### config.mk
export PLATFORM = sky130hd
export DESIGN_NAME = serial_to_parallel_rx_flat
export DESIGN_NICKNAME = d
export VERILOG_FILES = /design/src/rtl/serial_to_parallel_rx_if.sv /design/src/rtl/serial_to_parallel_rx.sv /design/src/flat_wrapper.sv
export SDC_FILE = /design/constraint.sdc
export NUM_CORES = 1
export LEC_CHECK = 0
export CAP_MARGIN = 20
export CELL_PAD_IN_SITES_DETAIL_PLACEMENT = 1
export CELL_PAD_IN_SITES_GLOBAL_PLACEMENT = 1
export CORE_ASPECT_RATIO = 0.8
export CORE_UTILIZATION = 48
export DETAILED_ROUTE_END_ITERATION = 10
export DONT_BUFFER_PORTS = 1
export HOLD_SLACK_MARGIN = 0.05
export PLACE_DENSITY = 0.7
export REMOVE_ABC_BUFFERS = 1
export SLEW_MARGIN = 15
export SYNTH_ARGS = -nofsm -noshare
export SYNTH_HDL_FRONTEND = slang
export SYNTH_SLANG_ARGS = --single-unit
### constraint.sdc
create_clock -name clk_8f -period 1.9 [get_ports clk_8f]
set_input_delay 0.38 -clock clk_8f [delete_from_list [all_inputs] [get_ports clk_8f]]
set_output_delay 0.38 -clock clk_8f [all_outputs]
set_load 0.02 [all_outputs]
### src/rtl/serial_to_parallel_rx_if.sv
// serial_to_parallel_rx_if: serial input and parallel byte output bundle of the deserializer
interface serial_to_parallel_rx_if;
  logic       data_in;
  logic [7:0] data_out;
  logic       valid_out;
  logic       byte_stb;
  logic       active;
  modport master(input data_in, output data_out, valid_out, byte_stb, active);
  modport slave(output data_in, input data_out, valid_out, byte_stb, active);
endinterface

### src/rtl/serial_to_parallel_rx.sv
// serial_to_parallel_rx: MSB-first deserializer with comma-based byte alignment and lock detection
module serial_to_parallel_rx #(
  parameter logic [7:0] COMMA      = 8'hBC,
  parameter int         LOCK_COUNT = 4
) (
  input logic clk_8f,
  input logic reset,
  serial_to_parallel_rx_if.master bus
);
  localparam logic [1:0] HUNT   = 2'd0;
  localparam logic [1:0] ALIGN  = 2'd1;
  localparam logic [1:0] LOCKED = 2'd2;
  localparam logic [3:0] LC     = 4'(LOCK_COUNT);
  logic [7:0] sr, w, data_q;
  logic [2:0] bit_cnt;
  logic [3:0] comma_cnt;
  logic [1:0] state;
  logic       valid_q, stb_q, is_comma, boundary;
  assign w        = {sr[6:0], bus.data_in};
  assign is_comma = w == COMMA;
  assign boundary = bit_cnt == 3'd7;
  assign bus.data_out  = data_q;
  assign bus.valid_out = valid_q;
  assign bus.byte_stb  = stb_q;
  assign bus.active    = state == LOCKED;
  always_ff @(posedge clk_8f or posedge reset)
    if (reset) begin
      state     <= HUNT;
      sr        <= '0;
      bit_cnt   <= '0;
      comma_cnt <= '0;
      data_q    <= '0;
      valid_q   <= 1'b0;
      stb_q     <= 1'b0;
    end else begin
      sr    <= w;
      stb_q <= 1'b0;
      case (state)
        HUNT:
          if (is_comma) begin
            bit_cnt   <= '0;
            comma_cnt <= 4'd1;
            state     <= (LC == 4'd1) ? LOCKED : ALIGN;
          end
        ALIGN: begin
          bit_cnt <= bit_cnt + 3'd1;
          if (boundary && !is_comma) begin
            state     <= HUNT;
            comma_cnt <= '0;
          end else if (boundary) begin
            comma_cnt <= comma_cnt + 4'd1;
            state     <= (comma_cnt + 4'd1 == LC) ? LOCKED : ALIGN;
          end
        end
        default: begin
          bit_cnt <= bit_cnt + 3'd1;
          if (boundary) begin
            data_q  <= w;
            valid_q <= !is_comma;
            stb_q   <= 1'b1;
          end
        end
      endcase
    end
endmodule

### src/flat_wrapper.sv
// flat-port wrapper written by rule: the top's interface ports become plain ports
module serial_to_parallel_rx_flat 
#(
  parameter logic [7:0] COMMA      = 8'hBC,
  parameter int         LOCK_COUNT = 4
)
  (clk_8f, reset, bus_data_in, bus_data_out, bus_valid_out, bus_byte_stb, bus_active);
  serial_to_parallel_rx_if bus_i ();
  input logic clk_8f;
  input logic reset;
  input wire logic [$bits(bus_i.data_in)-1:0] bus_data_in;
  output wire logic [$bits(bus_i.data_out)-1:0] bus_data_out;
  output wire logic [$bits(bus_i.valid_out)-1:0] bus_valid_out;
  output wire logic [$bits(bus_i.byte_stb)-1:0] bus_byte_stb;
  output wire logic [$bits(bus_i.active)-1:0] bus_active;
  assign bus_i.data_in = bus_data_in;
  assign bus_data_out = bus_i.data_out;
  assign bus_valid_out = bus_i.valid_out;
  assign bus_byte_stb = bus_i.byte_stb;
  assign bus_active = bus_i.active;
  serial_to_parallel_rx #(.COMMA(COMMA), .LOCK_COUNT(LOCK_COUNT)) u_core (.clk_8f(clk_8f), .reset(reset), .bus(bus_i));
endmodule
After elaboration in Yosys (flattened, before gate mapping)
Cells that the tools add are included.
Operators by class
  bitwise logic cells: 1
  muxes and demuxes: 13
  $add $sub $neg: 2
  eq/ne operators: 7
  reductions and logical operators: 7
Operator list (count)
  $mux W4: 3
  $eq A8 B8 Y1 const B: 1
  $mux W2: 4
  $pmux W4 S2: 1
  $mux W3: 2
  $add A4 B1 Y4 const B: 1
  $eq A4 B3 Y1 const B: 1
  $pmux W2 S2: 1
  $add A3 B1 Y3 const B: 1
  $eq A3 B3 Y1 const B: 1
  $ne A3 B1 Y1 const B: 1
  $reduce_and A3 Y1: 1
  $eq A2 B1 Y1 const B: 1
  $eq A2 B2 Y1 const B: 1
  $logic_not A2 Y1: 1
  $mux W1: 2
  $ne A2 B1 Y1 const B: 1
  $reduce_and A2 Y1: 1
  $reduce_bool A2 Y1: 1
  $reduce_or A2 Y1: 1
  $logic_and A1 B1 Y1: 1
  $logic_not A1 Y1: 1
  $not A1 Y1: 1
Word-level totals
  logic and storage cells: 37
  input port bits: 3
  bits in registers: 26
  output and inout bits: 11

Depth between registers and ports, before layout
  word-level depth: 6
  depth in mapped cells: 6
  mapped depth without buffers: 5

Worst setup path before layout
Ideal clock, no wire load.
  path type: register to register
  start: register u_core.bit_cnt[0]
  end: register u_core.data_q[2] (netlist: u_core.bus.data_out[2])
  clock period less this slack: 1.481 ns
  library setup time: 0.125 ns
  buffers on the path: 1
  data arrival time: 1.356 ns
  slack: 0.419 ns
  stages on the path, launching flop included: 6
  required time: 1.775 ns
  path through: dfrtp_1 ha_1 ha_1 nand2_1 buf_2 mux2_2
On the way
  longest elaborated chain between the ends: 2
RTL lines
  start, declared: RTL line serial_to_parallel_rx.sv:15  | logic [2:0] bit_cnt;
  start signal, assigned: RTL line serial_to_parallel_rx.sv:46  | bit_cnt <= bit_cnt + 3'd1;
  start signal, assigned: RTL line serial_to_parallel_rx.sv:56  | bit_cnt <= bit_cnt + 3'd1;
  $eq A3 B3 Y1: RTL line serial_to_parallel_rx.sv:21  | assign boundary = bit_cnt == 3'd7;
  $reduce_and A2 Y1 (no source line)
  end signal, assigned: RTL line serial_to_parallel_rx.sv:58  | data_q <= w;
  end, declared: RTL line serial_to_parallel_rx.sv:14  | logic [7:0] sr, w, data_q;
Every way passes these cells.
A chain may end at the register's enable or synchronous reset.

Worst setup path in the final report
  start: register u_core.bit_cnt[0]
  end: register u_core.data_q[3] (netlist: u_core.bus.data_out[3])
The elaborated chain is that of the path after synthesis.

==> summary.txt <==
Clock network
  – Clock sinks: 26
  – CTS tree: yes
  – Longest Clk Path Bufs: 2
  – Root Driver: clkbuf_4
  – Reg clk slew, reported paths: 140 ps
  – H-Tree Depth: 1
  – Total CTS buffers: 3
  – Worst-Skew Late Latency: 330 ps
  – Post-CTS resize count: 0

Floorplanning
  – Die Height: 43.6 um
  – Die X: 54.0 um
  – Core area: 1960 um2
  – Starting Density: 53.0%
  – Die area: 2360 um2
  – Core Rows: 14
  – I/O pin total: 14

Timing
  – Setup TNS: 0 ps
  – Normalized max-slew margin: 72.3%
  – Clock skew: 10.3 ps
  – Unrepaired setup endpoints after global routing: false
  – Worst-Margin Slew: 415 ps
  – Hold Vio Cnt, Final: 0
  – Final Max Tran Viols: 0
  – Min Tclk post-route: 1650 ps
  – Final worst slack: 252 ps
  – Max frequency: 0.607 GHz
  – Tcrit/Tclk final: 86.7%
  – Setup Viol. Count Final: 0

Cells and area
  – Ant diodes: 0
  – Share of post-route cells with drive strength above 1: 17.7%
  – Area Overhead vs Synth: 8.91%
  – Final design area excluding fillers: 1130 um2
  – Layout Nets: 86
  – Fillcell total: 203

Detailed routing
  – Post-Route WL: 1840 um
  – Router iterations before antenna repair: 4
  – Post-route ant nets: 0
  – Iter 0 DRT Violations: 9
  – Vias per inst: 5.78
  – Wire length per cell: 17.8 um
  – Via Count: 595
  – Drt drc: 0

Critical path
  – Setup slack, reg-to-reg: 250 ps
  – Buffers & Inverters on Critical Path: 0
  – Setup CP Type: reg2reg
  – Worst path slowest cell: dfrtp_1
  – CP cell instances: ha_1 -> ha_1 -> nand2_1 -> mux2_2
  – Delay-heaviest family, CP: flip-flops
  – Crit Path Max Fanout: 11
  – Critical path's most frequent cell: ha_1
  – Worst setup EP type: flip-flop
  – Critical path origin: u_core.bit_cnt[0]
  – Critical Path RT: 2130 ps
  – Worst R2R Start: u_core.bit_cnt[0]
  – Worst EP arrival: 1880 ps
  – Worst setup SP type: flip-flop
  – Largest stage delay, worst path: 420 ps

Power and ir drop
  – Peak VDD IR: 0.623 mV
  – Power density over cell area: 973 nW/um2
  – Leakage: 0.547 nW
  – Total power: 1.10 mW

Yosys
  – Synth top cells by count: 26 x dfrtp_1, 6 x mux2_2, 5 x nand2_1
  – Seq/Total Area, Yosys: 62.6%
  – Mapped Cells: 75
  – Cell taking the most area after synthesis: dfrtp_1
  – Fraction of registers with async set/reset: 100%
  – Post-Syn Area per Cell: 13.9 um2
  – Synth unique cells: 28
  – Register bit total from synthesis: 26
  – Ys flop type: dfrtp_1
  – Area contributors post-synth: dfrtp_1 63%, mux2_2 6.5%, ha_1 3.6%, a32o_1 2.9%, nor4b_4 2.3%
  – Most common cell in the netlist: dfrtp_1
  – Synth warn: 0
  – Post-synth EDFFs: 0
  – Post-Syn Area: 1040 um2
  – Synth top area share: 62.6%

Placement
  – Port bufs: 0
  – Post-DP Area: 1060 um2
  – Place WS: 225 ps
  – Detailed Place HPWL: 1330 um
  – Final Wtd Congestion: 0.684

Flow run
  – Max-cap viol count: 0

GRT
  – GR Overflow Total: 0
  – Initial antenna violation count: 0
  – First-pass GRT wire length: 3150 um
  – GRT Util Overall: 19.6%
  – Largest net degree at the start of global routing: 18
  – Number of global-route vias before repair: 659

Outcome
  – Status: completed

Min path
  – Worst hold path class: in2reg
  – Hold_sp: bus_data_in
[path summary, 6_finish.rpt]
kind	to	cells past startpoint
min in group asynchronous	u_core.bus.data_out[4]	2
max in group asynchronous	u_core.state[0]	3
worst min-delay path	u_core.bus.data_out[0]	1
worst max-delay path	u_core.bus.data_out[3]	4
worst max register to register	u_core.bus.data_out[3]	4
worst min register to register	u_core.sr[3]	0
[worst register-to-register path, delay by kind of cell, from the launching register on]
family                   cells  cell delay (ps)
flip-flops                   1              420
multiplexers                 1              390
AND/OR/NAND/NOR              1              330
adder cells (fa/ha/maj)      2              420
[cells in the final DEF, fill, tap and decap left out, types with 2 or more instances in the layout]
cell	synthesis	routed
mux2_2	6	6
dlygate4sd3_1	0	2
o21ai_1	4	4
nand2_1	5	5
o21ai_0	3	3
mux2_1	2	2
dfrtp_1	26	26
a32o_1	3	3
clkbuf_4	0	3
ha_1	3	3
inv_1	3	3
[layer usage]
metal	GRT usage, %	vias up	share of wire [%]
met1	25.2	304	46
met2	31.4	12	48
li1	-	277	-
met4	4.62	0	0.71
met3	7.37	2	5.1
met5	0	-	0
[layout make-up]
cell class / instances / area, um2 / share of cell area, %
Multi-Input combinational cell: 43 / 360 / 31.8
Tap cell: 24 / 30.0 / 2.65
Inverter: 3 / 11.3 / 0.994
Clock inverter: 1 / 30.0 / 2.65
Timing Repair Buffer: 3 / 27.5 / 2.43
Clock buffer: 3 / 22.5 / 1.99
Sequential cell: 26 / 651 / 57.5
[power by group]
group	switching [mW]	total (mW)	leakage [nW]	internal, mW
sequential	0.0305	0.624	0.326	0.594
combinational	0.0554	0.0999	0.194	0.0446
clock	0.164	0.378	0.0279	0.213
total	0.250	1.10	0.547	0.852
[metrics by stage]
| stage | utilization, % | hold slack (ps) | std cells |
|---|---|---|---|
| 6_report | 57.7 | 185 | 103 |
| 5_1_grt | 57.7 | 182 | 103 |
| 4_1_cts | 57.2 | 56.8 | 102 |
| 3_5_place_dp | 54.0 | 263 | 97 |
| 3_3_place_gp | 54.0 | 256 | 97 |
| 2_1_floorplan | - | 363 | 72 |
[cell families after synthesis]
| logic type | synth area share (%) |
|---|---|
| DFF | 62.6 |
| and+or+nand+nor | 9.75 |
| AOI/OAI and AO/OA | 9.99 |
| muxes | 9.63 |
| buffers and inverters | 2.77 |
| adders and majority gates | 3.61 |
| xor gates and xnor gates | 1.69 |
[registers in the layout, summed over array words and instances, names as in the netlist]
name / cells
u_core.bus.data_out: 8
u_core.bit_cnt: 3
u_core.comma_cnt: 4
u_core.bus.valid_out: 1
u_core.sr: 7
u_core.bus.byte_stb: 1
u_core.state: 2
[what timing repair did]
action	in CTS	in global routing
endpoints found under the hold margin	9	1
hold buffers	1	1
buffers inserted	0	0
Power figures use the tool's default switching activity.
